**src/rtl/alu_pkg.sv**
```systemverilog
// Shared ALU definitions: opcode encodings, widths and the issuer FSM state type.
package alu_pkg;

  localparam int OPW  = 3;
  localparam int RESW = 6;

  localparam logic [OPW-1:0] OP_NOP  = 3'b000;
  localparam logic [OPW-1:0] OP_ADD  = 3'b001;
  localparam logic [OPW-1:0] OP_SUB  = 3'b010;
  localparam logic [OPW-1:0] OP_MUL  = 3'b011;
  localparam logic [OPW-1:0] OP_SHR  = 3'b100;
  localparam logic [OPW-1:0] OP_SHL  = 3'b101;
  localparam logic [OPW-1:0] OP_XNOR = 3'b110;
  localparam logic [OPW-1:0] OP_SGT  = 3'b111;

  typedef enum logic [2:0] {
    S_IDLE  = 3'd0,
    S_SETUP = 3'd1,
    S_EXEC  = 3'd2,
    S_WAIT  = 3'd3,
    S_DONE  = 3'd4
  } issuer_state_e;

  function automatic logic is_nop(input logic [OPW-1:0] op);
    return op == OP_NOP;
  endfunction

endpackage

```
**src/rtl/alu_issuer.sv**
```systemverilog
// Sequences one command at a time onto the ALU and returns its result.
// Optional accumulator feedback into operand a: define ALU_ISSUER_ACC_EN.
module alu_issuer
  import alu_pkg::*;
#(
  parameter int WAIT_CYCLES = 1
) (
  input  logic            clk,
  input  logic            rst,
  input  logic            cmd_valid,
  output logic            cmd_ready,
  input  logic [OPW-1:0]  cmd_op,
  input  logic [OPW-1:0]  cmd_a,
  input  logic [OPW-1:0]  cmd_b,
`ifdef ALU_ISSUER_ACC_EN
  input  logic            cmd_use_acc,
`endif
  output logic [OPW-1:0]  alu_opcode,
  output logic [OPW-1:0]  alu_a,
  output logic [OPW-1:0]  alu_b,
  output logic            alu_execute,
  input  logic [RESW-1:0] alu_f,
  output logic            rsp_valid,
  input  logic            rsp_ready,
  output logic [RESW-1:0] rsp_f,
  output logic [OPW-1:0]  rsp_op,
  output logic            busy
);

  localparam logic [3:0] WAIT_LOAD = 4'(WAIT_CYCLES);

  issuer_state_e  state;
  logic [3:0]     wait_cnt;
  logic [OPW-1:0] next_a;

`ifdef ALU_ISSUER_ACC_EN
  logic [RESW-1:0] acc;
  assign next_a = cmd_use_acc ? acc[OPW-1:0] : cmd_a;
`else
  assign next_a = cmd_a;
`endif

  assign cmd_ready = (state == S_IDLE) && !rst;
  assign rsp_valid = (state == S_DONE);
  assign busy      = (state != S_IDLE);

  always_ff @(posedge clk) begin
    if (rst) begin
      state       <= S_IDLE;
      wait_cnt    <= '0;
      alu_opcode  <= '0;
      alu_a       <= '0;
      alu_b       <= '0;
      alu_execute <= 1'b0;
      rsp_f       <= '0;
      rsp_op      <= '0;
`ifdef ALU_ISSUER_ACC_EN
      acc         <= '0;
`endif
    end else begin
      alu_execute <= 1'b0;
      case (state)
        S_IDLE: begin
          if (cmd_valid) begin
            alu_opcode <= cmd_op;
            alu_a      <= next_a;
            alu_b      <= cmd_b;
            // A NOP never touches the ALU; its response is ready immediately.
            if (is_nop(cmd_op)) begin
              rsp_f  <= '0;
              rsp_op <= OP_NOP;
              state  <= S_DONE;
            end else begin
              state <= S_SETUP;
            end
          end
        end
        S_SETUP: begin
          alu_execute <= 1'b1;
          state       <= S_EXEC;
        end
        S_EXEC: begin
          wait_cnt <= WAIT_LOAD;
          state    <= S_WAIT;
        end
        S_WAIT: begin
          // Capture on the last wait cycle; a count of 0 is treated like 1.
          if (wait_cnt <= 4'd1) begin
            wait_cnt <= '0;
            rsp_f    <= alu_f;
            rsp_op   <= alu_opcode;
`ifdef ALU_ISSUER_ACC_EN
            acc      <= alu_f;
`endif
            state    <= S_DONE;
          end else begin
            wait_cnt <= wait_cnt - 4'd1;
          end
        end
        S_DONE: begin
          if (rsp_ready) state <= S_IDLE;
        end
        default: state <= S_IDLE;
      endcase
    end
  end

endmodule

```
**config.mk**
```make
export PLATFORM = sky130hd
export DESIGN_NAME = alu_issuer
export DESIGN_NICKNAME = d
export VERILOG_FILES = /design/src/rtl/alu_pkg.sv /design/src/rtl/alu_issuer.sv
export SDC_FILE = /design/constraint.sdc
export NUM_CORES = 1
export LEC_CHECK = 0
export BUFFER_PORTS_ARGS = -buffer_cell sky130_fd_sc_hd__buf_2
export CAP_MARGIN = 10
export CORE_MARGIN = 4
export CORE_UTILIZATION = 30
export CTS_BUF_LIST = sky130_fd_sc_hd__clkbuf_4 sky130_fd_sc_hd__clkbuf_8
export DETAILED_ROUTE_END_ITERATION = 10
export GPL_ROUTABILITY_DRIVEN = 0
export PLACE_DENSITY = 0.62
export SKIP_CTS_REPAIR_TIMING = 1
export SLEW_MARGIN = 20
export SYNTH_ARGS = -nofsm -noshare
export SYNTH_HDL_FRONTEND = slang
export SYNTH_SLANG_ARGS = --single-unit
```
**constraint.sdc**
```tcl
create_clock -name clk -period 1.4 [get_ports clk]
set_input_delay 0.14 -clock clk [delete_from_list [all_inputs] [get_ports clk]]
set_output_delay 0.14 -clock clk [all_outputs]
set_load 0.005 [all_outputs]
```
==> metrics.txt <==
status finished with violations; violated checks negative setup slack; EDFF count, synth 0; Fillers 344; buffers added on ports 40; Max Slew Vio Count 0; HP Class primary input to register; Post-Syn Area about 0.0011 mm2; worst slew pin tran about 0.29 ns; syn_nets between 100 and 150; part of the cycle the worst path needs 110%; initial DRC count 40; critical path endpoint category register; gr ovfl total 0; Detail Placement HPWL a little over 2000 um; fin nets 193; htree depth 1; r2r endpoint rsp_op[1]; Ports 41; yosys warns 0; worst reg-to-reg setup slack -0.14 ns; antenna violations before repair 0; P&R area growth vs syn 45.6%; most common cell after layout, fill and taps aside buf_2; final hold violation count 0; synthesized area per cell roughly 9.4 um2; hold path cells 2; post-synthesis sequential area ratio around 48%; Residual DRC 0; Crit-path slowest cell dfxtp_4; CP Data Arrival Time roughly 1.8 ns; Starting Density about a third; RSZ-0062 raised after global routing true; setup violators final 13; DIE AREA 0.00467 mm2; drt wl/cell about 13 um; Worst Setup Path Type register to register; CTS Buf Count 3; Yosys reg bits 26; die span in x 68.3 um; largest stage delay on the critical path 0.39 ns; Final Worst Setup Slack -0.145 ns; worst-path fanout max 5; most used cell, CP buf_6; total power between 1.5 and 2 mW; fin crit period between 1.5 and 2 ns; clk root buf clkbuf_4; clock latency at the later pin of the worst-skew pair about 0.32 ns; vias per cell roughly 4.8; worst slack, placed -0.135 ns; Distinct cells, synth 31; f_max roughly 0.65 GHz; Primary FF master, synth dfxtp_1; drt total wl approximately 2900 um; Leakage 0.712 nW; Power Density around 1100 mW/mm2; Hold Crit Start alu_f[5]; clock transition at the registers of the reported paths 0.15 ns; CTS tree yes; Site Rows 21; FF-to-FF Start wait_cnt[0]; commonest non-fill, non-tap cells in the layout buf_2, nand2_1, dfxtp_1, a21oi_1, buf_4; R2R depth 8; Worst Skew between 0.007 and 0.008 ns; Cells after Synth around 120; Total GRT Usage about an eighth; Max VDD drop approximately 640 uV; largest net degree at the start of global routing 16; Core Box Area roughly 0.0034 mm2; slew margin rel. 80.8%; CTS max path bufs 2; Max-cap violations 0; Required @ worst endpoint 1.63 ns; share of cells above drive strength 1 between 40% and 50%; vias in the first global route 958; first drt pass iteration count 4; Startpoint Class register; hold path endpoint rsp_f[5]; via count approximately 1,000; first-pass GRT wire length between 4000 and 5000 um; n_diodes 0; Async SR Flop Fraction 0%; Final ANT Viol Nets 0; clk sinks 26; Die Y 68.3 um; crit-path cells inv_4, ha_4, nor2_4, buf_6, nor4_4, nor3_4, buf_6, a22o_1
## per-stage QoR
step                instances  area (um2)  hold slack (ns)  setup TNS, ns  utilization [%]
floorplan                 116        1100            0.273          -1.10                -
global placement          210        1420            0.357         -0.508             41.6
detailed placement        210        1420            0.365          -1.31             41.6
CTS                       214        1470          0.00581          -1.83             43.2
global route              217        1590          0.00603          -2.11             46.5
finish                    217        1590           0.0194          -1.27             46.5
## how the worst max path moves through the flow
| stage | startpoint | to | slack [ns] | depth (start not counted) |
|---|---|---|---|---|
| 3_3_place_gp | wait_cnt[0] | rsp_f[1] | -0.05 | 7 |
| 2_1_floorplan | state[0] | rsp_f[0] | -0.12 | 6 |
| 5_1_grt | wait_cnt[0] | rsp_op[1] | -0.20 | 8 |
| 3_5_place_dp | wait_cnt[0] | rsp_f[3] | -0.13 | 7 |
| 6_report | wait_cnt[0] | rsp_op[1] | -0.14 | 8 |
| 4_1_cts | wait_cnt[0] | rsp_f[2] | -0.17 | 7 |
## registers in the layout, summed over array words and instances, names as in the netlist
name         count
rsp_f            6
wait_cnt         4
alu_a            3
alu_b            3
alu_opcode       3
rsp_op           3
state            3
alu_execute      1
## metal layers
layer  share of wire (%)  up-vias  track usage (%)
met1                  42      490             14.7
li1                    -      516                -
met5                   0        -                0
met2                  51       30             20.0
met4                0.49        0             2.98
met3                 6.1        2             3.94
## power breakdown
group          switching (mW)  internal [mW]  leakage, nW
logic                   0.184          0.190        0.470
registers              0.0318          0.782        0.214
clock network           0.229          0.289       0.0279
## synthesized netlist by cell type (3+ instances only)
| cell | count | area, um2 |
|---|---|---|
| dfxtp_1 | 26 | 521 |
| nand2_1 | 23 | 86.3 |
| a21oi_1 | 14 | 70.1 |
| a22o_1 | 9 | 78.8 |
| nor2_1 | 4 | 15.0 |
| nor3_1 | 4 | 20.0 |
| or3_1 | 4 | 25.0 |
| inv_1 | 3 | 11.3 |
## cell type report
cell class	instances	area, um2	share of cell area [%]
tap	46	57.6	3.62
sequential	26	531	33.4
clock buffer	3	22.5	1.42
timing repair buffer	56	339	21.3
multi-input combinational	81	589	37.1
inverter	4	20.0	1.26
clock inverter	1	30.0	1.89
## logic make-up after synthesis
group           synth area share, %
simple gates                   27.0
compound gates                 17.8
flops                          47.7
buf+inv                        5.27
fa+ha+maj                      2.29
## critical path: cells and delay by family, from the launching register on
kind                       cells  cell delay (ns)
and+or+nand+nor                3             0.43
buffers and inverters          3             0.31
AOI/OAI and AO/OA              1             0.19
DFF                            1             0.39
adders and majority gates      1             0.14
Note: power is estimated with default switching activity, not from simulation.
